`src/rtl/hps_reset_sequencer_pkg.sv`:
```
// ---------------------------------------------------------------------------
// hps_reset_pkg
// Shared types and constants for the HPS reset sequencer.
//   state_t         : sequencer FSM states (idle, pulse in flight, guard gap)
//   REQ_COLD/WARM/DEBUG : bit positions of each request type in req/pending
//   priority_grant  : one-hot pick of the highest-priority active request
//   grant_to_index  : converts that one-hot grant into a request index
// ---------------------------------------------------------------------------
package hps_reset_pkg;

  typedef enum logic [1:0] {
    ST_IDLE    = 2'd0,
    ST_PULSE   = 2'd1,
    ST_HOLDOFF = 2'd2
  } state_t;

  localparam int unsigned NUM_REQ   = 3;
  localparam logic [1:0]  REQ_COLD  = 2'd0;
  localparam logic [1:0]  REQ_WARM  = 2'd1;
  localparam logic [1:0]  REQ_DEBUG = 2'd2;

  // Cold outranks warm, warm outranks debug; at most one bit is returned.
  function automatic logic [2:0] priority_grant(input logic [2:0] v);
    logic [2:0] g;
    g    = 3'b000;
    g[0] = v[0];
    g[1] = v[1] & ~v[0];
    g[2] = v[2] & ~v[1] & ~v[0];
    return g;
  endfunction

  // An all-zero grant maps to cold; callers only use the index when a grant exists.
  function automatic logic [1:0] grant_to_index(input logic [2:0] g);
    logic [1:0] idx;
    idx = REQ_COLD;
    if (g[1]) idx = REQ_WARM;
    if (g[2]) idx = REQ_DEBUG;
    return idx;
  endfunction

endpackage

```
`src/rtl/hps_reset_sequencer_if.sv`:
```
// ---------------------------------------------------------------------------
// hps_reset_sequencer_if
// Bundles the request inputs and reset-request outputs of the sequencer.
//   req           : level requests, [0]=cold [1]=warm [2]=debug
//   cold_reset_n  : to f2h_cold_reset_req_reset_n, active-low
//   warm_reset_n  : to f2h_warm_reset_req_reset_n, active-low
//   debug_reset_n : to f2h_debug_reset_req_reset_n, active-low
//   busy          : high while a pulse or guard gap is in progress
//   pending       : latched requests not yet served (same order as req)
// master = sequencer side, slave = request source / HPS side.
// ---------------------------------------------------------------------------
interface hps_reset_sequencer_if;
  import hps_reset_pkg::*;

  logic [NUM_REQ-1:0] req;
  logic               cold_reset_n;
  logic               warm_reset_n;
  logic               debug_reset_n;
  logic               busy;
  logic [NUM_REQ-1:0] pending;

  modport master (
    input  req,
    output cold_reset_n,
    output warm_reset_n,
    output debug_reset_n,
    output busy,
    output pending
  );

  modport slave (
    output req,
    input  cold_reset_n,
    input  warm_reset_n,
    input  debug_reset_n,
    input  busy,
    input  pending
  );

endinterface

```
`src/rtl/hps_reset_sequencer_capture.sv`:
```
// ---------------------------------------------------------------------------
// reset_req_capture
// Per-bit rising-edge detector with a sticky pending latch.
//   i_clk     : system clock
//   i_rst     : synchronous active-high reset
//   i_req     : level request inputs
//   i_clear   : one-hot clear of the request(s) being served this cycle
//   o_edge    : combinational rising edge (req & ~previous req)
//   o_pending : registered requests seen but not yet served
// ---------------------------------------------------------------------------
module reset_req_capture #(
  parameter int unsigned WIDTH = 3
) (
  input  logic             i_clk,
  input  logic             i_rst,
  input  logic [WIDTH-1:0] i_req,
  input  logic [WIDTH-1:0] i_clear,
  output logic [WIDTH-1:0] o_edge,
  output logic [WIDTH-1:0] o_pending
);

  logic [WIDTH-1:0] r_reqQ;
  logic [WIDTH-1:0] r_pending;

  // Because r_reqQ resets to zero, a request held high through reset
  // shows up as a fresh edge on the first cycle after reset.
  assign o_edge    = i_req & ~r_reqQ;
  assign o_pending = r_pending;

  // Remember the previous request level and accumulate edges into the
  // pending latch. A clear on the same cycle as an edge wins, so a request
  // that is served immediately never appears as pending; repeated edges
  // on an already-pending bit simply collapse into the one latched bit.
  always_ff @(posedge i_clk) begin
    if (i_rst) begin
      r_reqQ    <= '0;
      r_pending <= '0;
    end else begin
      r_reqQ    <= i_req;
      r_pending <= (r_pending | o_edge) & ~i_clear;
    end
  end

endmodule

```
`src/rtl/hps_reset_sequencer.sv`:
```
// ---------------------------------------------------------------------------
// hps_reset_sequencer
// Arbitrates cold/warm/debug HPS reset requests and drives the f2h reset
// request lines with fixed-width, non-overlapping active-low pulses,
// separated by a guard gap of HOLDOFF cycles.
//   i_clk : system clock
//   i_rst : synchronous active-high reset
//   bus   : hps_reset_sequencer_if.master (req in; reset_n/busy/pending out)
// Parameters: COLD_PULSE, WARM_PULSE, DEBUG_PULSE, HOLDOFF (cycles, >=1),
//             CNT_WIDTH (timer width, must hold the largest of them).
// ---------------------------------------------------------------------------
module hps_reset_sequencer
  import hps_reset_pkg::*;
#(
  parameter int unsigned COLD_PULSE  = 6,
  parameter int unsigned WARM_PULSE  = 2,
  parameter int unsigned DEBUG_PULSE = 32,
  parameter int unsigned HOLDOFF     = 4,
  parameter int unsigned CNT_WIDTH   = 6
) (
  input  logic                  i_clk,
  input  logic                  i_rst,
  hps_reset_sequencer_if.master bus
);

  localparam logic [CNT_WIDTH-1:0] C_COLD_LOAD    = CNT_WIDTH'(COLD_PULSE - 1);
  localparam logic [CNT_WIDTH-1:0] C_WARM_LOAD    = CNT_WIDTH'(WARM_PULSE - 1);
  localparam logic [CNT_WIDTH-1:0] C_DEBUG_LOAD   = CNT_WIDTH'(DEBUG_PULSE - 1);
  localparam logic [CNT_WIDTH-1:0] C_HOLDOFF_LOAD = CNT_WIDTH'(HOLDOFF - 1);

  state_t               r_state;
  state_t               w_nextState;
  logic [CNT_WIDTH-1:0] r_timer;
  logic [CNT_WIDTH-1:0] w_nextTimer;
  logic [1:0]           r_sel;
  logic [1:0]           w_nextSel;

  logic                 r_coldResetN;
  logic                 r_warmResetN;
  logic                 r_debugResetN;
  logic                 r_busy;
  logic                 w_nextColdResetN;
  logic                 w_nextWarmResetN;
  logic                 w_nextDebugResetN;
  logic                 w_nextBusy;

  logic [NUM_REQ-1:0]   w_edge;
  logic [NUM_REQ-1:0]   w_pending;
  logic [NUM_REQ-1:0]   w_service;
  logic [NUM_REQ-1:0]   w_grant;
  logic [NUM_REQ-1:0]   w_clear;
  logic [1:0]           w_grantIdx;
  logic [CNT_WIDTH-1:0] w_loadValue;
  logic                 w_start;

  reset_req_capture #(
    .WIDTH(NUM_REQ)
  ) u_capture (
    .i_clk     (i_clk),
    .i_rst     (i_rst),
    .i_req     (bus.req),
    .i_clear   (w_clear),
    .o_edge    (w_edge),
    .o_pending (w_pending)
  );

  // A fresh edge is as good as a latched request, so both feed arbitration
  // and a request arriving while idle starts its pulse without a detour
  // through pending.
  assign w_service  = w_edge | w_pending;
  assign w_grant    = priority_grant(w_service);
  assign w_grantIdx = grant_to_index(w_grant);

  assign bus.cold_reset_n  = r_coldResetN;
  assign bus.warm_reset_n  = r_warmResetN;
  assign bus.debug_reset_n = r_debugResetN;
  assign bus.busy          = r_busy;
  assign bus.pending       = w_pending;

  // State register plus the shared down-counter, the selected request type
  // and the registered reset-request outputs. Reset returns everything to
  // idle with all lines deasserted, which also truncates a pulse in flight.
  always_ff @(posedge i_clk) begin
    if (i_rst) begin
      r_state       <= ST_IDLE;
      r_timer       <= '0;
      r_sel         <= REQ_COLD;
      r_coldResetN  <= 1'b1;
      r_warmResetN  <= 1'b1;
      r_debugResetN <= 1'b1;
      r_busy        <= 1'b0;
    end else begin
      r_state       <= w_nextState;
      r_timer       <= w_nextTimer;
      r_sel         <= w_nextSel;
      r_coldResetN  <= w_nextColdResetN;
      r_warmResetN  <= w_nextWarmResetN;
      r_debugResetN <= w_nextDebugResetN;
      r_busy        <= w_nextBusy;
    end
  end

  // Next-state logic. A pulse may start from idle, from the last cycle of
  // the guard gap (so back-to-back pulses are spaced exactly width+HOLDOFF),
  // or mid-pulse when a cold edge preempts a warm or debug pulse. The
  // preempted request is simply dropped: its pending bit was already cleared
  // when it started, and a cold reset supersedes it anyway. Because cold is
  // the top priority, the normal grant always picks cold on a preemption.
  always_comb begin
    w_nextState = r_state;
    w_nextTimer = r_timer;
    w_nextSel   = r_sel;
    w_clear     = '0;
    w_start     = 1'b0;
    w_loadValue = C_DEBUG_LOAD;

    unique case (w_grantIdx)
      REQ_COLD: w_loadValue = C_COLD_LOAD;
      REQ_WARM: w_loadValue = C_WARM_LOAD;
      default:  w_loadValue = C_DEBUG_LOAD;
    endcase

    unique case (r_state)
      ST_IDLE: begin
        if (|w_service) begin
          w_start = 1'b1;
        end
      end
      ST_PULSE: begin
        if (w_edge[REQ_COLD] && (r_sel != REQ_COLD)) begin
          w_start = 1'b1;
        end else if (r_timer == '0) begin
          w_nextState = ST_HOLDOFF;
          w_nextTimer = C_HOLDOFF_LOAD;
        end else begin
          w_nextTimer = r_timer - 1'b1;
        end
      end
      ST_HOLDOFF: begin
        if (r_timer == '0) begin
          if (|w_service) begin
            w_start = 1'b1;
          end else begin
            w_nextState = ST_IDLE;
          end
        end else begin
          w_nextTimer = r_timer - 1'b1;
        end
      end
      default: begin
        w_nextState = ST_IDLE;
        w_nextTimer = '0;
      end
    endcase

    if (w_start) begin
      w_nextState = ST_PULSE;
      w_nextTimer = w_loadValue;
      w_nextSel   = w_grantIdx;
      w_clear     = w_grant;
    end
  end

  // Output decode from the next state so the registered lines change on the
  // same edge as the state. Only the selected line can be low, and only in
  // the pulse state, so the three outputs can never overlap.
  always_comb begin
    w_nextColdResetN  = 1'b1;
    w_nextWarmResetN  = 1'b1;
    w_nextDebugResetN = 1'b1;
    w_nextBusy        = (w_nextState != ST_IDLE);
    if (w_nextState == ST_PULSE) begin
      w_nextColdResetN  = (w_nextSel != REQ_COLD);
      w_nextWarmResetN  = (w_nextSel != REQ_WARM);
      w_nextDebugResetN = (w_nextSel != REQ_DEBUG);
    end
  end

endmodule

```
`src/flat_wrapper.sv`:
```
// flat-port wrapper written by rule: the top's interface ports become plain ports
module hps_reset_sequencer_flat import hps_reset_pkg::*;
#(
  parameter int unsigned COLD_PULSE  = 6,
  parameter int unsigned WARM_PULSE  = 2,
  parameter int unsigned DEBUG_PULSE = 32,
  parameter int unsigned HOLDOFF     = 4,
  parameter int unsigned CNT_WIDTH   = 6
)
  (i_clk, i_rst, bus_req, bus_cold_reset_n, bus_warm_reset_n, bus_debug_reset_n, bus_busy, bus_pending);
  hps_reset_sequencer_if bus_i ();
  input  logic i_clk;
  input  logic i_rst;
  input wire logic [$bits(bus_i.req)-1:0] bus_req;
  output wire logic [$bits(bus_i.cold_reset_n)-1:0] bus_cold_reset_n;
  output wire logic [$bits(bus_i.warm_reset_n)-1:0] bus_warm_reset_n;
  output wire logic [$bits(bus_i.debug_reset_n)-1:0] bus_debug_reset_n;
  output wire logic [$bits(bus_i.busy)-1:0] bus_busy;
  output wire logic [$bits(bus_i.pending)-1:0] bus_pending;
  assign bus_i.req = bus_req;
  assign bus_cold_reset_n = bus_i.cold_reset_n;
  assign bus_warm_reset_n = bus_i.warm_reset_n;
  assign bus_debug_reset_n = bus_i.debug_reset_n;
  assign bus_busy = bus_i.busy;
  assign bus_pending = bus_i.pending;
  hps_reset_sequencer #(.COLD_PULSE(COLD_PULSE), .WARM_PULSE(WARM_PULSE), .DEBUG_PULSE(DEBUG_PULSE), .HOLDOFF(HOLDOFF), .CNT_WIDTH(CNT_WIDTH)) u_core (.i_clk(i_clk), .i_rst(i_rst), .bus(bus_i));
endmodule
```
`config.mk`:
```
export PLATFORM = sky130hd
export DESIGN_NAME = hps_reset_sequencer_flat
export DESIGN_NICKNAME = d
export VERILOG_FILES = /design/src/rtl/hps_reset_sequencer_pkg.sv /design/src/rtl/hps_reset_sequencer_if.sv /design/src/rtl/hps_reset_sequencer_capture.sv /design/src/rtl/hps_reset_sequencer.sv /design/src/flat_wrapper.sv
export SDC_FILE = /design/constraint.sdc
export NUM_CORES = 1
export LEC_CHECK = 0
export ABC_CLOCK_PERIOD_IN_PS = 3300
export CAP_MARGIN = 20
export CORE_AREA = 5 5 43 63
export DETAILED_ROUTE_END_ITERATION = 16
export DIE_AREA = 0 0 48 68
export MAX_ROUTING_LAYER = met4
export PLACE_DENSITY = 0.83
export SKIP_CTS_REPAIR_TIMING = 1
export SLEW_MARGIN = 25
export SYNTH_ARGS = -nofsm -noshare
export SYNTH_HDL_FRONTEND = slang
export SYNTH_HIERARCHICAL = 1
export SYNTH_SLANG_ARGS = --single-unit
```
`constraint.sdc`:
```
create_clock -name i_clk -period 3.3 [get_ports i_clk]
set_clock_uncertainty 0.15 [all_clocks]
set_input_delay 0.66 -clock i_clk [delete_from_list [all_inputs] [get_ports i_clk]]
set_output_delay 0.66 -clock i_clk [all_outputs]
set_load 0.005 [all_outputs]
```
Word-level counts from Yosys, hierarchy flattened
Index checks and enable logic that the tools add are counted.
{"block": "totals", "in_bits": 5, "out_inout_bits": 7, "reg_bits": 20}
{"block": "op_classes", "reduce_logical": 10, "n_addsub": 1, "bitwise_logic": 11, "mux": 20, "n_eq_ne": 9}
{"operator": "2-to-1 mux 6 bit", "n": 4}
{"operator": "one-hot mux 6 bit (3 select lines)", "n": 1}
{"operator": "2-to-1 mux 2 bit", "n": 7}
{"operator": "one-hot mux 5 bit (2 select lines)", "n": 1}
{"operator": "bitwise AND 3 bit", "n": 2}
{"operator": "equality test 2 x 1 -> 1 bit, second input constant", "n": 3}
{"operator": "logical NOT 6 bit", "n": 1}
{"operator": "!= test 3 x 2 -> 1 bit, second input constant", "n": 2}
{"operator": "NOT 3 bit", "n": 2}
{"operator": "one-hot mux 2 bit (3 select lines)", "n": 1}
{"operator": "nonzero test 2 bit", "n": 3}
{"operator": "subtractor 6 x 1 -> 6 bit, second input constant", "n": 1}
{"operator": "logical NOT 2 bit", "n": 2}
{"operator": "2-to-1 mux 1 bit", "n": 4}
{"operator": "!= test 2 x 1 -> 1 bit, second input constant", "n": 2}
{"operator": "bitwise AND 1 bit", "n": 3}
{"operator": "2-to-1 mux 3 bit", "n": 1}
{"operator": "NOT 1 bit", "n": 3}
{"operator": "OR 3 bit", "n": 1}
{"operator": "one-hot mux 1 bit (3 select lines)", "n": 1}
{"operator": "AND reduction 3 bit", "n": 1}
{"operator": "OR reduction 3 bit", "n": 1}
{"operator": "equality test 2 bit, second input constant", "n": 1}
{"operator": "!= test 2 bit, second input constant", "n": 1}
{"operator": "other kinds (2)", "n": 2}

Logic depth before layout (Yosys ltp)
{"block": "depth", "ltp_word": 11, "depth_mapped": 10, "mapped_depth_nobuf": 8}

By module
Netlist, hierarchy kept.
{"mod": "hps_reset_sequencer", "cells_per_inst": 117, "area_each_um2": 942.2, "seq_area_each_um2": 280.3, "n_inst": 1}
{"mod": "reset_req_capture", "cells_per_inst": 18, "area_each_um2": 214.0, "seq_area_each_um2": 120.1, "n_inst": 1}

Worst setup path after synthesis
Ideal clock, no wire load.
{"block": "synth_timing", "path_kind": "input port to flip-flop", "from": "input bus_req[0]", "to": "register u_core.r_warmResetN, in the netlist u_core/bus.warm_reset_n", "cell_stages": 7, "arrival_ns": 2.037, "setup_time_ns": 0.127, "slack_ns": 0.986, "cell_sequence": "nor2b_4 o211a_1 a311oi_2 nand2b_1 buf_4 mux2i_1 or3_1"}
{"block": "synth_between", "elab_chain_cells": 10, "elab_cells_between_ends": 23, "classes_between": "eq/ne: 2; mux: 12; bitwise: 6; reduce/logical: 3"}
{"item": "start: declaration", "line_no": "flat_wrapper.sv:14", "rtl": "input wire logic [$bits(bus_i.req)-1:0] bus_req;"}
{"item": "bitwise AND 3 bit *", "line_no": "hps_reset_sequencer_capture.sv:27", "rtl": "assign o_edge = i_req & ~r_reqQ;"}
{"item": "OR 3 bit", "line_no": "hps_reset_sequencer.sv:70", "rtl": "assign w_service = w_edge | w_pending;"}
{"item": "OR reduction 3 bit", "line_no": "hps_reset_sequencer.sv:125, hps_reset_sequencer.sv:141"}
{"item": "2-to-1 mux 2 bit or 2-to-1 mux 1 bit (tied branches)", "line_no": "hps_reset_sequencer.sv:141, hps_reset_sequencer.sv:125"}
{"item": "2-to-1 mux 2 bit or 2-to-1 mux 1 bit (tied branches)", "line_no": "hps_reset_sequencer.sv:140", "rtl": "if (r_timer == '0) begin"}
{"item": "one-hot mux 2 bit (3 select lines) or one-hot mux 1 bit (3 select lines) (tied branches)", "line_no": "hps_reset_sequencer.sv:123", "rtl": "unique case (r_state)"}
{"item": "2-to-1 mux 2 bit", "line_no": "hps_reset_sequencer.sv:156", "rtl": "if (w_start) begin"}
{"item": "equality test 2 x 1 -> 1 bit", "line_no": "hps_reset_sequencer.sv:172", "rtl": "if (w_nextState == ST_PULSE) begin"}
{"item": "NOT 1 bit (no source line)"}
{"item": "OR reduction 2 bit (no source line)"}
{"item": "end signal: assignment", "line_no": "hps_reset_sequencer.sv:97", "rtl": "r_warmResetN <= w_nextWarmResetN;"}
{"item": "end: declaration", "line_no": "hps_reset_sequencer.sv:39", "rtl": "logic r_warmResetN;"}
Mark *: on every way between the ends. The rest lies on a longest branch, timed or not.
A chain may end at the register's enable or synchronous reset.

Worst setup path after layout
{"block": "layout_timing", "from": "input bus_req[0]", "to": "register u_core.r_timer[1]"}
{"block": "layout_between", "elab_chain_cells": 9, "elab_cells_between_ends": 21, "classes_between": "eq/ne: 4; mux: 8; bitwise: 5; reduce/logical: 4"}
{"item": "bitwise AND 3 bit *", "line_no": "hps_reset_sequencer_capture.sv:27"}
{"item": "named net u_core.w_edge[0]", "line_no": "hps_reset_sequencer.sv:47", "rtl": "logic [NUM_REQ-1:0] w_edge;"}
{"item": "parallel branches: the longest is 8 deep, another holds OR 3 bit"}
{"item": "end signal: assignment", "line_no": "hps_reset_sequencer.sv:94", "rtl": "r_timer <= w_nextTimer;"}
{"item": "end: declaration", "line_no": "hps_reset_sequencer.sv:33", "rtl": "logic [CNT_WIDTH-1:0] r_timer;"}
Mark *: on every way through the listed nets, which the timed path passes.

==> out/metrics.yaml <==
status:
  status: "complete, no violations"
yosys:
  synth-seq-area-share_pct: 34.6
  postSynthAreaPerCell_sq_um: 8.56
  synth_cell_types: 47
  syn-instance-count: 135
  synthXorXnorAreaFrac_pct: 0
  synthMuxAreaShare_pct: 0.866
  ys_warn_count: 6
  synth_ff_type: "dfxtp_1"
  netlist_area_sq_mm: 0.00116
  synthArstFlopShare_pct: 0
  ys_ff_latch: 20
  synth_top_family_by_area: "compound AO/OA/AOI/OAI gates"
  synth_edf_count: 0
  yosys.area_share.simple_pct: 26.6
  synth_fp_nets: 145
  synth_compound_area_share_pct: 27.4
  synth_fa_ha_area_share_pct: 5.41
cells_and_area:
  n_antenna_cell: 0
  final_cell_mix: "20 x dfxtp_1, 16 x nor2_1, 11 x clkdlybuf4s50_1, 9 x inv_1"
  n_fill_cell: 199
  final_common_cell: "dfxtp_1"
  area_growth_pct: 13.6
  post-route-cell-area_sq_mm: 0.00131
  final_layout_size_suffix_gt1_share_pct: 9.59
  fin_nets: 157
  utilization_pct: 61.0
critical_path:
  start_kind: "input port"
  rrSetupSlack_ps: 740
  endpoint_kind: "register"
  endpoint: "u_core/r_timer[1]$_SDFFE_PP0P_"
  cp_top_family: "compound AO/OA/AOI/OAI gates"
  r2r_start: "u_core/r_state[1]$_SDFF_PP0_"
  slowest_stage: "a311oi_2"
  crit_fanout: 9
  crit_start: "bus_req[0]"
  r2r_end: "u_core/r_timer[1]$_SDFFE_PP0P_"
  crit_cells: 7
  worstSetupPathType: "in -> reg"
  slowest_delay_ps: 480
  crit_buf_inv: 1
  crit_chain: "clkdlybuf4s50_1 > nor2b_4 > o211a_1 > a311oi_2 > o21ai_0 > o21bai_1 > a311oi_1"
  reg2reg_depth: 7
  required_ps: 3350
  critical_path_arrival_ps: 2750
floorplan:
  ios: 12
  core-area_sq_mm: 0.00215
  die_w_microns: 48
  chipHeight_microns: 68
  start_util_pct: 53.7
  die-area_sq_mm: 0.00326
  rows: 21
cts:
  cts_tree: "done"
  cts_max_path_buffers: 2
  clock_sinks: 20
  clockRootBuffer: "clkbuf_4"
  clkTransAtPathRegs_ps: 110
  cts_buffers: 3
  clkLatencyLatePin_ps: 300
  h-tree-depth: 1
pwr:
  p_leak_nw: 0.534
  peakVddDrop_uv: 364
  power_density_mw_per_mm2: 556
placed_design:
  port_buffers: 11
  placed_area_sq_mm: 0.00128
  gp_congestion: 0.968
  dp_hpwl_microns: 1980
global_route:
  grt_util_met1_pct: 24.8
  grt_max_degree: 14
  use_met3_pct: 3.16
  grt_antenna_before_repair: 0
  gr-total-overflow: 0
  busiest_layer: "met2"
  grtUsageTotal_pct: 19.3
  grt_pass1_vias: 1000
  grt.met2_usage_pct: 29.1
  grt_pass1_wl_microns: 4450
timing:
  period_minus_slack_ps: 2700
  timing.hold.ws_ps: 375
  setup_viol: 0
  tightest_slew_ps: 613
  slew_headroom_pct: 59.1
  fin_setup_tns_ps: 0
  drv_slew: 0
  rsz0062_at_grt: "false"
  clock.fmax_ghz: 0.370
  finalCritPeriodShare_pct: 81.8
  hold_viol: 0
routing:
  vias: 1049
  drtPass1Iterations: 4
  ant_nets: 0
  drc_errors: 0
  viasPerCell: 6.21
  drt-wirelength-per-cell_microns: 15.4
  wl_microns: 2600
  drt_iter0_markers: 48
min_path:
  holdCritPathClass: "reg -> reg"
job:
  cap_viol_max_count: 0
-- report_power, final --
part	switching (mW)	total (mW)	internal [mW]	leakage (nW)
Combinational	0.161	0.290	0.130	0.348
Sequential	0.0282	0.299	0.271	0.165
Clock	0.0739	0.141	0.0673	0.0210
-- through the flow --
step	power (mW)	instances	setup slack, ps
4_1_cts	0.734	169	647
3_5_place_dp	0.589	165	323
2_1_floorplan	0.513	135	986
5_1_grt	0.789	169	426
6_report	0.731	169	599
3_3_place_gp	0.583	165	367
-- per-layer routing --
metal / vias up / share of wire [%]
li1: 520 / -
met1: 490 / 43
met2: 33 / 51
met3: 6 / 4.1
met4: 0 / 1.7
met5: - / 0
-- worst min-delay path by stage --
stage | startpoint | slack [ps] | end | depth (start not counted)
after CTS | u_core/r_timer[0]$_SDFFE_PP0P_ | 380 | u_core/r_timer[0]$_SDFFE_PP0P_ | 2
after global placement | u_core/u_capture/o_pending[2]$_SDFF_PP0_ | 350 | u_core/u_capture/o_pending[2]$_SDFF_PP0_ | 1
after floorplan | u_core/r_timer[0]$_SDFFE_PP0P_ | 320 | u_core/r_timer[0]$_SDFFE_PP0P_ | 2
after detailed placement | u_core/u_capture/o_pending[2]$_SDFF_PP0_ | 360 | u_core/u_capture/o_pending[2]$_SDFF_PP0_ | 1
final | u_core/r_timer[0]$_SDFFE_PP0P_ | 380 | u_core/r_timer[0]$_SDFFE_PP0P_ | 2
after global routing | u_core/r_timer[0]$_SDFFE_PP0P_ | 410 | u_core/r_timer[0]$_SDFFE_PP0P_ | 2
-- worst min-delay path: stages (launching register included) --
cell      delay [ps]
dfxtp_1          340
inv_1             80
a211oi_1          70
-- synthesized netlist by cell type (3+ instances only) --
library cell / number / share of area (%)
o21ai_0: 8 / 3.5
nor3_1: 6 / 2.6
nand2b_1: 3 / 1.6
nor2b_4: 3 / 3.6
nand2_1: 4 / 1.3
ha_1: 5 / 5.4
inv_1: 9 / 2.9
dfxtp_1: 20 / 35
nor2b_1: 4 / 2.2
a21oi_1: 8 / 3.5
nor2_1: 16 / 5.2
o21a_1: 5 / 3.2
nor4_1: 3 / 1.6
-- area by class of cell --
cell class	count	area [sq um]	share of cell area [%]
clock buffers	4	36.3	2.76
inverters	9	33.8	2.57
multi-input cells	101	697	53.0
flip-flops and latches	20	400	30.5
well taps	23	28.8	2.19
repair buffers	12	118	8.95
-- kinds of logic (layout without fill, tap and decap cells) --
logic type / after synthesis / after routing
and+or+nand+nor: 51 / 51
DFF: 20 / 20
muxes: 1 / 1
AOI/OAI and AO/OA: 44 / 44
buffers and inverters: 14 / 25
adders and majority gates: 5 / 5
-- registers in the layout (all words and copies together), names as in the netlist --
signal                      count
u_core/r_sel                    2
u_core/r_state                  2
u_core/bus.busy                 1
u_core/u_capture/r_reqQ         3
u_core/bus.cold_reset_n         1
u_core/r_timer                  6
u_core/bus.warm_reset_n         1
u_core/bus.debug_reset_n        1
u_core/u_capture/o_pending      3
(Power assumes the default switching activity.)
